[src/rtl/pos_dac_tx.sv]
// Serial transmitter for a 24-bit SPI-style position DAC: {command, data} frames,
// single-entry pending buffer (newest sample wins) with a saturating overrun counter.
module pos_dac_tx #(
   parameter int           CLK_DIV       = 2,
   parameter logic [7:0]   DAC_CMD       = 8'h30,
   parameter bit           OFFSET_BINARY = 1'b1
) (
   input  logic        clk_pid,
   input  logic        sys_rst,
   input  logic [15:0] pos_dac,
   input  logic        pos_dac_valid,
   output logic        dac_cs_n,
   output logic        dac_sclk,
   output logic        dac_mosi,
   output logic        dac_ldac_n,
   output logic        busy,
   output logic        frame_done,
   output logic [7:0]  overrun_cnt
);

   typedef enum logic [2:0] {
      IDLE,
      CS_SETUP,
      SHIFT,
      CS_HOLD,
      LDAC,
      GAP
   } state_t;

   localparam logic [7:0] DIV_LAST = 8'(CLK_DIV - 1);
   localparam logic [4:0] BIT_LAST = 5'd23;

   state_t      state, state_d;
   logic [7:0]  div_cnt, div_cnt_d;
   logic [4:0]  bit_cnt, bit_cnt_d;
   logic        sclk_phase, sclk_phase_d;
   logic [23:0] shreg, shreg_d;
   logic [15:0] pend_val;
   logic        pend_full, pend_full_d;
   logic [15:0] tx_data;
   logic        tick;
   logic        load;
   logic        overrun;

   logic        cs_n_d, sclk_d, mosi_d, ldac_n_d, done_d;

   assign tick    = (div_cnt == DIV_LAST);
   assign tx_data = OFFSET_BINARY ? (pend_val ^ 16'h8000) : pend_val;
   assign busy    = (state != IDLE);

   // NOTE: every output of this block gets a default first, so no path leaves a
   // variable unassigned and no latch is inferred.
   always_comb begin
      state_d      = state;
      div_cnt_d    = tick ? 8'd0 : div_cnt + 8'd1;
      bit_cnt_d    = bit_cnt;
      sclk_phase_d = sclk_phase;
      shreg_d      = shreg;
      load         = 1'b0;

      case (state)
         IDLE: begin
            div_cnt_d    = 8'd0;
            bit_cnt_d    = 5'd0;
            sclk_phase_d = 1'b0;
            if (pend_full) begin
               load    = 1'b1;
               state_d = CS_SETUP;
            end
         end
         CS_SETUP: begin
            if (tick) state_d = SHIFT;
         end
         SHIFT: begin
            if (tick) begin
               if (!sclk_phase) begin
                  sclk_phase_d = 1'b1;
               end else begin
                  // Bit boundary: next bit appears with the following low phase.
                  sclk_phase_d = 1'b0;
                  shreg_d      = {shreg[22:0], 1'b0};
                  if (bit_cnt == BIT_LAST) begin
                     bit_cnt_d = 5'd0;
                     state_d   = CS_HOLD;
                  end else begin
                     bit_cnt_d = bit_cnt + 5'd1;
                  end
               end
            end
         end
         CS_HOLD: begin
            if (tick) state_d = LDAC;
         end
         LDAC: begin
            if (tick) state_d = GAP;
         end
         GAP: begin
            // A pending sample chains straight into the next frame with no idle cycle.
            if (tick) begin
               if (pend_full) begin
                  load    = 1'b1;
                  state_d = CS_SETUP;
               end else begin
                  state_d = IDLE;
               end
            end
         end
         default: state_d = IDLE;
      endcase

      if (load) shreg_d = {DAC_CMD, tx_data};

      pend_full_d = pos_dac_valid | (pend_full & ~load);
      overrun     = pos_dac_valid & pend_full & ~load;

      cs_n_d   = !(state inside {CS_SETUP, SHIFT, CS_HOLD});
      sclk_d   = (state == SHIFT) && sclk_phase;
      mosi_d   = (state inside {CS_SETUP, SHIFT}) ? shreg[23] : 1'b0;
      ldac_n_d = (state != LDAC);
      done_d   = (state == GAP) && tick;
   end

   // NOTE: sequential state uses non-blocking assignments so every register
   // updates from pre-edge values regardless of statement order.
   always_ff @(posedge clk_pid or posedge sys_rst) begin
      if (sys_rst) begin
         state      <= IDLE;
         div_cnt    <= 8'd0;
         bit_cnt    <= 5'd0;
         sclk_phase <= 1'b0;
         shreg      <= 24'd0;
         pend_val   <= 16'd0;
         pend_full  <= 1'b0;
      end else begin
         state      <= state_d;
         div_cnt    <= div_cnt_d;
         bit_cnt    <= bit_cnt_d;
         sclk_phase <= sclk_phase_d;
         shreg      <= shreg_d;
         pend_full  <= pend_full_d;
         if (pos_dac_valid) pend_val <= pos_dac;
      end
   end

   always_ff @(posedge clk_pid or posedge sys_rst) begin
      if (sys_rst) begin
         overrun_cnt <= 8'd0;
      end else if (overrun && overrun_cnt != 8'hFF) begin
         overrun_cnt <= overrun_cnt + 8'd1;
      end
   end

   // Serial pins are decoded from the current state and registered, giving
   // glitch-free outputs that trail the state register by one cycle.
   always_ff @(posedge clk_pid or posedge sys_rst) begin
      if (sys_rst) begin
         dac_cs_n   <= 1'b1;
         dac_sclk   <= 1'b0;
         dac_mosi   <= 1'b0;
         dac_ldac_n <= 1'b1;
         frame_done <= 1'b0;
      end else begin
         dac_cs_n   <= cs_n_d;
         dac_sclk   <= sclk_d;
         dac_mosi   <= mosi_d;
         dac_ldac_n <= ldac_n_d;
         frame_done <= done_d;
      end
   end

endmodule

[config.mk]
export PLATFORM = sky130hd
export DESIGN_NAME = pos_dac_tx
export DESIGN_NICKNAME = d
export VERILOG_FILES = /design/src/rtl/pos_dac_tx.sv
export SDC_FILE = /design/constraint.sdc
export NUM_CORES = 1
export LEC_CHECK = 0
export CORE_MARGIN = 4
export CORE_UTILIZATION = 56
export DETAILED_ROUTE_END_ITERATION = 8
export PLACE_DENSITY = 0.87
export SLEW_MARGIN = 20
export SYNTH_ARGS = -nofsm -noshare
export SYNTH_HDL_FRONTEND = slang
export SYNTH_SLANG_ARGS = --single-unit
[constraint.sdc]
create_clock -name clk_pid -period 3.59 [get_ports clk_pid]
set_input_delay 1.077 -clock clk_pid [delete_from_list [all_inputs] [get_ports clk_pid]]
set_output_delay 1.077 -clock clk_pid [all_outputs]
set_load 0.01 [all_outputs]
==> reports/results.ini, run 1 <==
[status]
status=finished clean

[clock_tree]
cts_tree=done
cts-htree-levels=3
cts-buffers-inserted=9
cts.sinks=71
cts_hold_buffers=0
post_cts_buffers=0
cts.repair.resized=0
insertion_delay_ns=0.34
clockRootBuffer=clkbuf_8
cts_max_path_buffers=2
clk_pin_slew_ns=0.08

[yosys]
synthTopCellsByCount=69 x dfrtp_1, 43 x mux2_2, 19 x nor2_1, 14 x nand2_1, 12 x mux2i_1
synth_edf_count=0
ys_types=51
syn-cell-area_um2=3290
yosysTopAreaCellShare_pct=52.4
yosysMostFrequentCell=dfrtp_1
synthTopCellsByArea=dfrtp_1 52%, mux2_2 15%, mux2i_1 3.6%, xor2_1 2.9%, nor2_1 2.2%
avgSynthCellArea_um2=12.4
yosysSeqAreaShare_pct=54.0
syn_nets=288
ys.flop_type=dfrtp_1
synthArstFlopShare_pct=100
synthCells=265
synth_top_cell_by_area=dfrtp_1
ys.warnings.count=0
ys_ff_latch=71

[sta]
setup_tns_ns=0
skew_ns=0.00663
worst_slew_pin_slew_ns=0.741
fin_crit_ns=2.94
slew_headroom_pct=50.6
rsz0062_at_grt=false
finalCritPeriodShare_pct=81.8
finalHoldViolations=0
max_freq_ghz=0.340
drv_slew=0
setup_viol=0

[pwr]
powerDensity_nw_per_um2=462
total_power_uw=1790
ir_drop_mv=0.386
leakage_uw=0.00183

[global_route]
grt_max_degree=44
grt_pass1_vias=2254
grt_overflow=0
antenna_found_initial=0
grt_pass1_wl_um=10200
grt_use_total_pct=18.0

[drt]
drc_errors=0
drt_pass1_iterations=4
wirelength_um=5780
routedWlPerCell_um=15.3
vias=2133
final_antenna_net_count=0
first_iter_violations=97
vias_per_cell=5.64

[layout]
nets=324
diodes=0
syn_to_final_growth_pct=17.6
fill_cells=417
final_cells=378
drive_above_1_share_pct=25.2

[die]
start_util_pct=58.7
core_um2=5610
die_x_um=84.7
design.die.area_um2=7170
die_h_um=84.7
num_rows=27
pin_count=33

[setup_path]
path_cells=or3_1, clkdlybuf4s50_1
worstSetupStartpointType=flop
slowest_stage=clkdlybuf4s50_1
cp.required_ns=2.51
cpPeakStageDelay_ns=0.52
arrival_ns=1.86
cp_top_family=buffers and inverters
crit_fanout=13
crit_buf_inv=1
cp-end-kind=output port
critical_path_class=flop to output port

[job]
cap_violations=0

[min_path]
holdCritPathClass=flop to flop

[placed_design]
dp_hpwl_um=4010
gp_congestion=0.794
dpl.cell_count=362
numPortBuffers=32

[cells in the final DEF (no fill, tap or decap), types with 5 or more instances in the layout]
| cell type | instances |
|---|---|
| dfrtp_1 | 69 |
| mux2_2 | 43 |
| clkdlybuf4s50_1 | 32 |
| nor2_1 | 19 |
| nand2_1 | 14 |
| mux2i_1 | 12 |
| xor2_1 | 11 |
| nand3_1 | 10 |
| clkbuf_8 | 10 |
| nor3_1 | 9 |
| o21ai_0 | 6 |
| inv_1 | 5 |
[worst register-to-register path: cells and delay by family (launching register included)]
family / cells / cell delay (ns)
simple gates: 2 / 1.17
flops: 1 / 0.45
mux: 2 / 0.74
[per-layer routing]
layer / global-route usage [%] / up-vias / wire (um)
li1: - / 1023 / -
met1: 22.4 / 1048 / 2470
met2: 28.8 / 52 / 2920
met3: 4.51 / 10 / 278
met4: 9.78 / 0 / 113
met5: 0 / - / 0
[worst paths after layout]
check | start | cells past startpoint | end | slack, ns
hold reg to reg | pend_val[15] | 1 | shreg[15] | 0.47
setup reg to reg | div_cnt[5] | 4 | shreg[7] | 1.11
setup / recovery | state[2] | 2 | busy | 0.65
hold / removal | pend_val[15] | 1 | shreg[15] | 0.47
max in group asynchronous | sys_rst | 3 | shreg[12] | 1.80
min in group asynchronous | sys_rst | 2 | overrun_cnt[6] | 1.14
[logic make-up after synthesis]
| group | share of synthesized area (%) |
|---|---|
| simple gates | 13.5 |
| buf+inv | 2.77 |
| fa+ha+maj | 1.52 |
| xor+xnor | 3.99 |
| compound gates | 5.40 |
| flops | 54.0 |
| mux | 18.8 |
[flip-flops by register name, indices dropped and copies added (netlist names), 3 cells and up]
name         cells
shreg           24
div_cnt          8
bit_cnt          5
state            3
overrun_cnt      8
pend_val        16
[report_power, final]
part | switching, uW | internal [uW]
Clock | 286 | 340
Combinational | 96.1 | 141
Sequential | 63.8 | 862
Total | 446 | 1340
[per-stage QoR]
step / hold WS [ns] / cell area [um^2] / worst slack, ns / utilization, %
after floorplan: 0.419 / 3290 / 0.720 / -
after global placement: 0.429 / 3670 / 1.03 / 65.5
after detailed placement: 0.457 / 3670 / 1.02 / 65.5
after CTS: 0.474 / 3870 / 0.630 / 69.1
after global routing: 0.506 / 3870 / 0.556 / 69.1
final: 0.474 / 3870 / 0.652 / 69.1
[final cells by class]
class                           count  area [um^2]  area share (%)
Multi-Input combinational cell    177         1420            36.7
Clock buffer                       11          141            3.65
Tap cell                           72         90.1            2.33
Sequential cell                    71         1780            45.9
Inverter                            7         26.3           0.679
Clock inverter                      5         57.6            1.49
Timing Repair Buffer               35          355            9.18
Power figures use the tool's default switching activity.
==> inputs of run 2 (changes only) <==
Clock period 3.59 ns to 3 ns, I/O delays scaled along.
==> run 2 against run 1 <==
Net effect:
- sequential share of layout area shrank 0.59 points
- die area is the same
- highest routed layer unchanged
- combinational power grew 22%
- clock skew grew 0.0037 ns
- register-to-register slack lost 0.60 ns
==> reports/results.ini, run 2 (same netlist as run 1, synthesis figures left out) <==
[status]
status=finished clean

[layout]
largest_registers=shreg (24), pend_val (16)
drive_above_1_share_pct=26.0
regArea_um2=1780
multi_input_area_um2=1420
nets=328
final_common_cell=dfrtp_1
fin_area_um2=3920
syn_to_final_growth_pct=19.1
largest-register=shreg
largest_reg_flops=24
diodes=0
fill_cells=411
layout_common_cells=69 x dfrtp_1, 43 x mux2_2, 32 x clkdlybuf4s50_1

[clock_tree]
cts_tree=done
post_cts_buffers=0
clockRootBuffer=clkbuf_8
cts.sinks=71
cts-buffers-inserted=9
cts.repair.resized=0
clk_pin_slew_ns=0.07
cts_hold_buffers=0
cts-htree-levels=3
insertion_delay_ns=0.34
cts_max_path_buffers=2

[sta]
max_freq_ghz=0.359
finalCritPeriodShare_pct=92.7
setup_slack_ns=0.218
setup_tns_ns=0
drv_slew=0
skew_ns=0.0104
setup_viol=0
rsz0062_at_grt=false
finalHoldViolations=0
worst_slew_pin_slew_ns=0.751
fin_crit_ns=2.78
slew_headroom_pct=49.9

[drt]
drt_pass1_iterations=4
wl_met1_um=2800
highest_layer=met4
final_antenna_net_count=0
first_iter_violations=200
vias_per_cell=5.64
routed-wl-met2_um=2930
routedWlPerCell_um=16.1
vias=2144
drc_errors=0
dr_wl_met3_um=229
wirelength_um=6120

[global_route]
antenna_found_initial=0
grt_pass1_vias=2254
grt_max_degree=29
grt_overflow=0
grt_use_total_pct=18.8
grt_pass1_wl_um=10600

[setup_path]
rr_worst_depth=4
slowest_stage=dfrtp_1
arrival_ns=1.88
cp-end-kind=output port
crit_fanout=15
worstReg2RegEnd=shreg[6]
cpPeakStageDelay_ns=0.56
critical_path_class=flop to output port
rrSetupSlack_ns=0.51
path_cells=or3_1, clkdlybuf4s50_1
worstSetupStartpointType=flop
cp.required_ns=2.10
worstReg2RegStart=div_cnt[5]

[die]
die_x_um=84.7
die_h_um=84.7
core_um2=5610
pin_count=33
num_rows=27
design.die.area_um2=7170
start_util_pct=58.7

[placed_design]
dp_hpwl_um=4200
dpl-instance-area_um2=3700
dpl_worst_slack_ns=0.546
numPortBuffers=32
gp_congestion=0.859

[pwr]
total_power_uw=2230
ir_drop_mv=0.508
powerDensity_nw_per_um2=570
leakage_uw=0.00185

[job]
cap_violations=0

[min_path]
hold_depth=1
holdCritPathClass=flop to flop
min_from=pend_val[15]
min_to=shreg[15]

[run 2: cell types whose count changed in the layout (fill, tap and decap cells not counted), sizes merged]
cell / previous run / this run
bufinv: 1 / 2
buf: 3 / 7
clkinv: 5 / 1
clkinvlp: 0 / 1
[run 2: worst max-delay path, delay by kind of cell, from the launching register on]
| family | cells | cell delay, ns |
|---|---|---|
| flip-flops | 1 | 0.56 |
| AND/OR/NAND/NOR | 1 | 0.47 |
| buffers and inverters | 1 | 0.52 |
[run 2: where the power goes]
group / switching [uW] / internal, uW
combinational: 117 / 171
sequential: 79.5 / 1030
clock: 331 / 504
[run 2: per-stage QoR]
stage	std cells	hold WS, ns	utilization [%]
4_1_cts	380	0.479	69.9
3_3_place_gp	366	0.428	66.0
2_1_floorplan	265	0.419	-
6_report	380	0.493	69.9
5_1_grt	380	0.510	69.9
3_5_place_dp	366	0.473	66.0
[run 2: layout make-up]
class	instances	share of cell area (%)
clock buffers	11	3.86
clock inverters	3	1.72
inverters	7	0.670
multi-input cells	177	36.3
flip-flops and latches	71	45.4
well taps	72	2.30
repair buffers	39	9.82
[run 2: routing by layer]
layer | GRT usage [%] | vias to the layer above
li1 | - | 1026
met1 | 24.3 | 1046
met2 | 29.4 | 57
met3 | 4.51 | 15
met4 | 9.78 | 0
met5 | 0 | -
[run 2: how the worst max path moves through the flow]
stage | cells past startpoint | slack (ns) | endpoint | from
after global placement | 2 | 0.61 | busy | state[1]
after global routing | 2 | 0.14 | busy | state[1]
after detailed placement | 4 | 0.55 | shreg[6] | div_cnt[5]
after floorplan | 1 | 0.31 | bit_cnt[0] | sys_rst
final | 2 | 0.22 | busy | state[1]
after CTS | 2 | 0.21 | busy | state[1]
